**src/rtl/sd_pkg.sv**
```systemverilog
// Shared definitions for the SD-card SPI-mode bring-up sequencer and its command engine.
package sd_pkg;

   typedef enum logic [3:0] {
      StIdle, StPowerup,
      StCmd0, StWCmd0,
      StCmd8, StWCmd8,
      StCmd58a, StWCmd58a,
      StCmd55, StWCmd55,
      StAcmd41, StWAcmd41,
      StCmd58b, StWCmd58b,
      StDone, StError
   } sd_state_e;

   // Complete 48-bit SPI command frames, CRC7 and end bit included
   localparam logic [47:0] FRAME_CMD0      = 48'h40_0000_0000_95;
   localparam logic [47:0] FRAME_CMD8      = 48'h48_0000_01AA_87;
   localparam logic [47:0] FRAME_CMD58     = 48'h7A_0000_0000_FD;
   localparam logic [47:0] FRAME_CMD55     = 48'h77_0000_0000_65;
   localparam logic [47:0] FRAME_ACMD41_HC = 48'h69_4000_0000_77;
   localparam logic [47:0] FRAME_ACMD41_SC = 48'h69_0000_0000_E5;

   localparam logic [5:0] RESP_LEN_R1 = 6'd8;
   localparam logic [5:0] RESP_LEN_R7 = 6'd40;

   localparam logic [7:0] R1_READY   = 8'h00;
   localparam logic [7:0] R1_IDLE    = 8'h01;
   localparam logic [7:0] R1_ILLEGAL = 8'h05;

   localparam logic [3:0] ERR_NONE   = 4'd0;
   localparam logic [3:0] ERR_CMD0   = 4'd1;
   localparam logic [3:0] ERR_CMD8   = 4'd2;
   localparam logic [3:0] ERR_CMD58A = 4'd3;
   localparam logic [3:0] ERR_CMD55  = 4'd4;
   localparam logic [3:0] ERR_ACMD41 = 4'd5;
   localparam logic [3:0] ERR_CMD58B = 4'd6;

   // Engine clock dividers from the 100 MHz system clock
   localparam int unsigned CLK_DIV_SLOW = 250;  // 400 kHz
   localparam int unsigned CLK_DIV_FAST = 4;    // 25 MHz

   // R1 that is neither ready nor idle carries an error flag
   function automatic logic r1_ok(input logic [7:0] r1);
      return (r1 == R1_READY) || (r1 == R1_IDLE);
   endfunction

endpackage

```
**src/rtl/sd_init_ctrl.sv**
```systemverilog
// SD-card SPI-mode init sequencer: CMD0, CMD8, CMD58, CMD55/ACMD41, CMD58, then fast clock.
module sd_init_ctrl
   import sd_pkg::*;
#(
   parameter int unsigned POWERUP_CYCLES = 1000000,
   parameter int unsigned CMD0_RETRIES   = 10,
   parameter int unsigned ACMD41_RETRIES = 1000
) (
   input  logic        clk,
   input  logic        rst_n,
   input  logic        start,
   output logic        cmd_valid,
   input  logic        cmd_ready,
   output logic [47:0] cmd_frame,
   output logic [5:0]  cmd_resp_len,
   input  logic        resp_valid,
   input  logic        resp_timeout,
   input  logic [39:0] resp_data,
   output logic        cs_n,
   output logic        clk_fast,
   output logic        busy,
   output logic        init_done,
   output logic        init_error,
   output logic [3:0]  err_code,
   output logic        card_v2,
   output logic        card_hc
);

   localparam int unsigned PwrW  = (POWERUP_CYCLES > 1) ? $clog2(POWERUP_CYCLES) : 1;
   localparam int unsigned Cmd0W = (CMD0_RETRIES > 1)   ? $clog2(CMD0_RETRIES)   : 1;
   localparam int unsigned AcmdW = (ACMD41_RETRIES > 1) ? $clog2(ACMD41_RETRIES) : 1;

   localparam logic [PwrW-1:0]  PwrLast  = PwrW'(POWERUP_CYCLES - 1);
   localparam logic [Cmd0W-1:0] Cmd0Last = Cmd0W'(CMD0_RETRIES - 1);
   localparam logic [AcmdW-1:0] AcmdLast = AcmdW'(ACMD41_RETRIES - 1);

   sd_state_e        state_q, state_d;
   logic [PwrW-1:0]  pwr_cnt_q, pwr_cnt_d;
   logic [Cmd0W-1:0] cmd0_cnt_q, cmd0_cnt_d;
   logic [AcmdW-1:0] acmd_cnt_q, acmd_cnt_d;
   logic             card_v2_q, card_v2_d;
   logic             card_hc_q, card_hc_d;
   logic [3:0]       err_code_q, err_code_d;

   logic [7:0] r1;
   logic       unused_resp;

   assign r1          = resp_data[39:32];
   assign unused_resp = ^{resp_data[31], resp_data[29:12]};

   // State register
   always_ff @(posedge clk) begin
      if (!rst_n) state_q <= StIdle;
      else        state_q <= state_d;
   end

   // Counters and sticky card/status registers
   always_ff @(posedge clk) begin
      if (!rst_n) begin
         pwr_cnt_q  <= '0;
         cmd0_cnt_q <= '0;
         acmd_cnt_q <= '0;
         card_v2_q  <= 1'b0;
         card_hc_q  <= 1'b0;
         err_code_q <= ERR_NONE;
      end else begin
         pwr_cnt_q  <= pwr_cnt_d;
         cmd0_cnt_q <= cmd0_cnt_d;
         acmd_cnt_q <= acmd_cnt_d;
         card_v2_q  <= card_v2_d;
         card_hc_q  <= card_hc_d;
         err_code_q <= err_code_d;
      end
   end

   // Next-state and register update decisions
   always_comb begin
      state_d    = state_q;
      pwr_cnt_d  = pwr_cnt_q;
      cmd0_cnt_d = cmd0_cnt_q;
      acmd_cnt_d = acmd_cnt_q;
      card_v2_d  = card_v2_q;
      card_hc_d  = card_hc_q;
      err_code_d = err_code_q;

      unique case (state_q)
         StIdle, StDone, StError: begin
            if (start) begin
               state_d    = StPowerup;
               pwr_cnt_d  = '0;
               cmd0_cnt_d = '0;
               acmd_cnt_d = '0;
               card_v2_d  = 1'b0;
               card_hc_d  = 1'b0;
               err_code_d = ERR_NONE;
            end
         end
         StPowerup: begin
            if (pwr_cnt_q == PwrLast) state_d = StCmd0;
            else                      pwr_cnt_d = pwr_cnt_q + 1'b1;
         end
         StCmd0:   if (cmd_ready) state_d = StWCmd0;
         StCmd8:   if (cmd_ready) state_d = StWCmd8;
         StCmd58a: if (cmd_ready) state_d = StWCmd58a;
         StCmd55:  if (cmd_ready) state_d = StWCmd55;
         StAcmd41: if (cmd_ready) state_d = StWAcmd41;
         StCmd58b: if (cmd_ready) state_d = StWCmd58b;
         StWCmd0: begin
            if (resp_valid) begin
               if (!resp_timeout && r1 == R1_IDLE) begin
                  state_d = StCmd8;
               end else if (cmd0_cnt_q == Cmd0Last) begin
                  state_d    = StError;
                  err_code_d = ERR_CMD0;
               end else begin
                  cmd0_cnt_d = cmd0_cnt_q + 1'b1;
                  state_d    = StCmd0;
               end
            end
         end
         StWCmd8: begin
            if (resp_valid) begin
               if (!resp_timeout && r1 == R1_ILLEGAL) begin
                  card_v2_d = 1'b0;
                  state_d   = StCmd58a;
               end else if (!resp_timeout && r1 == R1_IDLE &&
                            resp_data[11:8] == 4'h1 && resp_data[7:0] == 8'hAA) begin
                  card_v2_d = 1'b1;
                  state_d   = StCmd58a;
               end else begin
                  state_d    = StError;
                  err_code_d = ERR_CMD8;
               end
            end
         end
         StWCmd58a: begin
            if (resp_valid) begin
               if (resp_timeout || !r1_ok(r1)) begin
                  state_d    = StError;
                  err_code_d = ERR_CMD58A;
               end else begin
                  state_d = StCmd55;
               end
            end
         end
         StWCmd55: begin
            if (resp_valid) begin
               if (resp_timeout || !r1_ok(r1)) begin
                  state_d    = StError;
                  err_code_d = ERR_CMD55;
               end else begin
                  state_d = StAcmd41;
               end
            end
         end
         StWAcmd41: begin
            if (resp_valid) begin
               if (!resp_timeout && r1 == R1_READY) begin
                  if (card_v2_q) begin
                     state_d = StCmd58b;
                  end else begin
                     card_hc_d = 1'b0;
                     state_d   = StDone;
                  end
               end else if (!resp_timeout && r1 == R1_IDLE && acmd_cnt_q != AcmdLast) begin
                  acmd_cnt_d = acmd_cnt_q + 1'b1;
                  state_d    = StCmd55;
               end else begin
                  state_d    = StError;
                  err_code_d = ERR_ACMD41;
               end
            end
         end
         StWCmd58b: begin
            if (resp_valid) begin
               if (resp_timeout || r1 != R1_READY) begin
                  state_d    = StError;
                  err_code_d = ERR_CMD58B;
               end else begin
                  card_hc_d = resp_data[30];
                  state_d   = StDone;
               end
            end
         end
         default: state_d = StIdle;
      endcase
   end

   // Outputs decoded from the current state
   always_comb begin
      cmd_valid    = 1'b0;
      cmd_frame    = '0;
      cmd_resp_len = '0;
      unique case (state_q)
         StCmd0:   begin cmd_valid = 1'b1; cmd_frame = FRAME_CMD0;  cmd_resp_len = RESP_LEN_R1; end
         StCmd8:   begin cmd_valid = 1'b1; cmd_frame = FRAME_CMD8;  cmd_resp_len = RESP_LEN_R7; end
         StCmd58a,
         StCmd58b: begin cmd_valid = 1'b1; cmd_frame = FRAME_CMD58; cmd_resp_len = RESP_LEN_R7; end
         StCmd55:  begin cmd_valid = 1'b1; cmd_frame = FRAME_CMD55; cmd_resp_len = RESP_LEN_R1; end
         StAcmd41: begin
            cmd_valid    = 1'b1;
            cmd_frame    = card_v2_q ? FRAME_ACMD41_HC : FRAME_ACMD41_SC;
            cmd_resp_len = RESP_LEN_R1;
         end
         default: ;
      endcase
      cs_n       = (state_q == StIdle) || (state_q == StPowerup) || (state_q == StError);
      clk_fast   = (state_q == StDone);
      busy       = !((state_q == StIdle) || (state_q == StDone) || (state_q == StError));
      init_done  = (state_q == StDone);
      init_error = (state_q == StError);
   end

   assign err_code = err_code_q;
   assign card_v2  = card_v2_q;
   assign card_hc  = card_hc_q;

endmodule

```
**config.mk**
```make
export PLATFORM = sky130hd
export DESIGN_NAME = sd_init_ctrl
export DESIGN_NICKNAME = d
export VERILOG_FILES = /design/src/rtl/sd_pkg.sv /design/src/rtl/sd_init_ctrl.sv
export SDC_FILE = /design/constraint.sdc
export NUM_CORES = 1
export LEC_CHECK = 0
export CORE_AREA = 2 2 82 84
export DETAILED_ROUTE_END_ITERATION = 10
export DIE_AREA = 0 0 84 86
export GPL_TIMING_DRIVEN = 0
export PLACE_DENSITY = 0.92
export SYNTH_ARGS = -nofsm -noshare
export SYNTH_HDL_FRONTEND = slang
export SYNTH_SLANG_ARGS = --single-unit
```
**constraint.sdc**
```tcl
create_clock -name clk -period 3.1 [get_ports clk]
set_input_delay 0.31 -clock clk [delete_from_list [all_inputs] [get_ports clk]]
set_output_delay 0.31 -clock clk [all_outputs]
set_load 0.01 [all_outputs]
```
==> results summary, run 1 <==
The run finished with clean final reports. A synthesized cell averages between 7 and 8 µm². After synthesis, the netlist uses 65 different library cells.

At the pin with the least slew margin, the transition time is 1060 ps. Synthesis inferred 43 register bits. The net switching fraction of the power came out at 33.7%. The number of diodes is 0. The TritonCTS clock tree is done. The global route total overflow is 0. The worst clock skew on the final layout is between 8 and 9 ps. After detailed routing, the average wire length per cell comes to approximately 14 µm. The width of the chip came out at 84 µm. The layout cell share with drive strength beyond 1 came out at 15.3%. The first-pass iteration count of the detailed router is 5. The via-per-instance ratio came out at 5.51. Data arrives at the worst endpoint at 2670 ps. The clock network accounts for 28.6% of the total power. The number of buffers added to fix hold violations after cts is 0.

The largest total area in the synthesized netlist belongs to sky130_fd_sc_hd__dfxtp_1. The number of CTS-inserted buffers is 5. The worst setup path is captured at an output port. In this run the tightest slew margin relative to its limit is 28.4%. The total cell area at the placement stage is 0.00383 mm². The largest fanout of any net on the critical path came out at 10. The area growth from synthesis to layout is 30.2%.

The share of Yosys cell area claimed by the top area cell type is 28.4%. The data required time at the worst endpoint came out at 2790 ps. The element type at the critical path start is a flip-flop. The internal portion of total power came out at 1050 µW. The clock passes through at most 2 buffers.

The global routing usage summed across all routing layers is 21.9%. The count of nets after finishing is 538. The detailed-route wire length is 7.87 mm. In this run, the combinational gates consume between 30 and 40% of the power. The total non-filler cell area in the finished layout is between 0.003 and 0.004 mm². The tool flagged a number of max-cap violations equal to 0.

For the worst-skew pair, the clock arrives at the later sink with an insertion delay of 300 ps. Counting tap cells, the placed design contains a total of 558 instances. The classification of the worst-slack hold path is in -> reg.

Power spread over the standard cell area amounts to roughly 400 mW/mm². The number of enable flip-flop cells after synthesis is 0. The post-route antenna net violation count is 0.

During synthesis, Yosys emitted a total of 0 warnings. The sum of net half-perimeters after detailed placement is 5.85 mm. The first global-routing pass estimated 13.4 mm of wire. After synthesis, the share of flip-flops with an asynchronous set or reset is 0%. Pin placement for this block handled 112 I/O pins. The number of global-route vias before repair is 2912.

The final RePlAce weighted congestion is 0.978. For this block, the via count after detailed routing is 3116. The fmax came out at 0.335 GHz. In the synthesized netlist, the number of instances is 392. For this run, the leading register cell type out of synthesis is sky130_fd_sc_hd__dfxtp_1. The final worst hold slack is about 420 ps. The critical path is of the reg -> out type.

The final count of hold timing violations is 0. The number of H-tree levels is 2. The number of setup buffers added after CTS came out at 0. The final period utilization came out at a little over nine tenths. The final setup TNS came out at 0 ps. In this run the core area contains 29 standard-cell rows. The portion of the post-synthesis area used by sequential elements came out at approximately 28%. The die height is approximately 86 µm. After filler insertion, the fill cell instance count of the layout stands at 520.

The number of antenna violations at the first check in global routing is 0. The number of sinks on the clock net is 43. The total count of max-transition violations in the final report is 0. The switching power of the nets came out at 534 µW.

The post-synthesis cell area came out at 0.00303 mm². IR analysis of the VDD net gives a maximum drop of a little under 0.4 mV. The area of the die came out at approximately 0.0072 mm². Leaving out fill and tap cells, the most frequent cells in the layout are sky130_fd_sc_hd__clkdlybuf4s50_1 (58), sky130_fd_sc_hd__nor2_1 (46), sky130_fd_sc_hd__buf_4 (43), sky130_fd_sc_hd__dfxtp_1 (43), sky130_fd_sc_hd__conb_1 (32). In this run the register-to-register setup slack is roughly 440 ps. The count of buffers inserted at the top-level ports came out at 58. The initial core utilization came out at 48.3%. The shortest clock period the worst path allows after layout came out at 2980 ps. The maximum number of pins on one net before global-route repair came out at 15.

For this block, the initial DRC count from the detailed router was roughly 360. Ranked by total cell area, the synthesized netlist is headed by sky130_fd_sc_hd__dfxtp_1 (28%), sky130_fd_sc_hd__buf_4 (11%), sky130_fd_sc_hd__nor2_1 (5.7%). After clock tree synthesis, the clock-pin slew on the worst setup and hold paths is 90 ps. Across the whole layout, storage elements account for around 860 µm².

The final non-filler cell total is 566. Setup repair after global routing left no endpoint under its margin. In this run the static leakage power is 0.00158 µW. The library cell used most frequently in the layout, excluding fill and tap cells, is sky130_fd_sc_hd__clkdlybuf4s50_1. The total area of multi-input combinational cells came out at between 0.0015 and 0.002 mm².

The tree is rooted in a sky130_fd_sc_hd__clkbuf_8. The DRC violation count after routing is 0. The proportion of power drawn by flip-flops and latches came out at 37.6%. The final number of setup-violating endpoints is 0. In this run the standard cell core region covers 0.00628 mm².
[worst max-delay path, stage by stage (launching register included)]
cell	delay [ps]
sky130_fd_sc_hd__dfxtp_1	500
sky130_fd_sc_hd__buf_2	260
sky130_fd_sc_hd__buf_2	250
sky130_fd_sc_hd__clkbuf_2	260
sky130_fd_sc_hd__nor3_1	100
sky130_fd_sc_hd__nor3_1	300
sky130_fd_sc_hd__buf_4	160
sky130_fd_sc_hd__clkdlybuf4s50_1	530
[final timing paths]
check                                     to          start  cells after the start
worst min register to register   err_code[1]    err_code[1]                      2
worst max register to register   err_code[2]  acmd_cnt_q[0]                      7
worst min-delay path                 card_hc          rst_n                      3
worst max-delay path            cmd_frame[2]     state_q[2]                      7
[logic make-up after synthesis]
logic type / synth area share (%)
other: 0.124
xor gates and xnor gates: 7.51
DFF: 28.4
adders and majority gates: 1.98
muxes: 1.03
and+or+nand+nor: 30.2
buffers and inverters: 15.2
AOI/OAI and AO/OA: 15.6
[through the flow]
stage / power [µW] / setup slack (ps) / utilization, %
2_1_floorplan: 959 / 1010 / -
3_3_place_gp: 1110 / 414 / 61.0
3_5_place_dp: 1120 / 363 / 61.0
4_1_cts: 1570 / 12.8 / 62.8
5_1_grt: 1650 / 21.0 / 62.9
6_report: 1580 / 115 / 62.9
[layer usage]
| metal | vias up | global-route usage, % | routed length (µm) |
|---|---|---|---|
| met5 | - | 0 | 0 |
| met1 | 1450 | 26.8 | 3210 |
| met3 | 22 | 4.14 | 548 |
| met4 | 0 | 8.21 | 195 |
| li1 | 1499 | - | - |
| met2 | 145 | 38.4 | 3910 |
[registers in the layout, summed over array words and instances (netlist names)]
register,count
cmd0_cnt_q,4
state_q,4
pwr_cnt_q,20
err_code,3
card_hc,1
acmd_cnt_q,10
card_v2,1
[synthesized netlist by cell type (3+ instances only)]
library cell,n
sky130_fd_sc_hd__o21ai_0,22
sky130_fd_sc_hd__and3_1,12
sky130_fd_sc_hd__clkbuf_1,8
sky130_fd_sc_hd__inv_1,11
sky130_fd_sc_hd__dfxtp_1,43
sky130_fd_sc_hd__buf_4,43
sky130_fd_sc_hd__ha_1,4
sky130_fd_sc_hd__nand3b_1,3
sky130_fd_sc_hd__a21boi_0,4
sky130_fd_sc_hd__buf_1,3
sky130_fd_sc_hd__nor4bb_1,3
sky130_fd_sc_hd__buf_2,6
sky130_fd_sc_hd__xor2_1,12
sky130_fd_sc_hd__nand3_1,17
sky130_fd_sc_hd__nand4_1,8
sky130_fd_sc_hd__o31ai_1,3
sky130_fd_sc_hd__nor4_1,4
sky130_fd_sc_hd__nand2_1,25
sky130_fd_sc_hd__a21oi_1,17
sky130_fd_sc_hd__nor3_1,15
sky130_fd_sc_hd__xnor2_1,14
sky130_fd_sc_hd__nor2b_1,4
sky130_fd_sc_hd__or3_1,8
sky130_fd_sc_hd__a211oi_1,4
sky130_fd_sc_hd__nor2_1,46
[repair_timing]
item / in CTS / in global routing
gates resized for setup: 0 / 4
endpoints found under the hold margin: 0 / 0
endpoints found under the setup margin: 0 / 9
[power groups by stage]
stage	clock, µW	sequential [µW]	combinational [µW]
after floorplan	0	600	359
after global placement	0	603	507
after detailed placement	0	605	519
after CTS	452	593	526
after global routing	469	595	583
final	452	594	535
[area by class of cell]
class	instances	area share (%)
Buffer	62	10.7
Inverter	12	1.14
Multi-Input combinational cell	306	46.4
Timing Repair Buffer	58	14.7
Clock buffer	5	1.74
Tap cell	77	2.44
Clock inverter	3	1.11
Sequential cell	43	21.8
Power figures use the tool's default switching activity.
==> run 2: changes to the inputs <==
- SLEW_MARGIN: unset -> 20
==> results of run 2 <==
No change in the layout: final DEF, timing and power equal those of run 1.
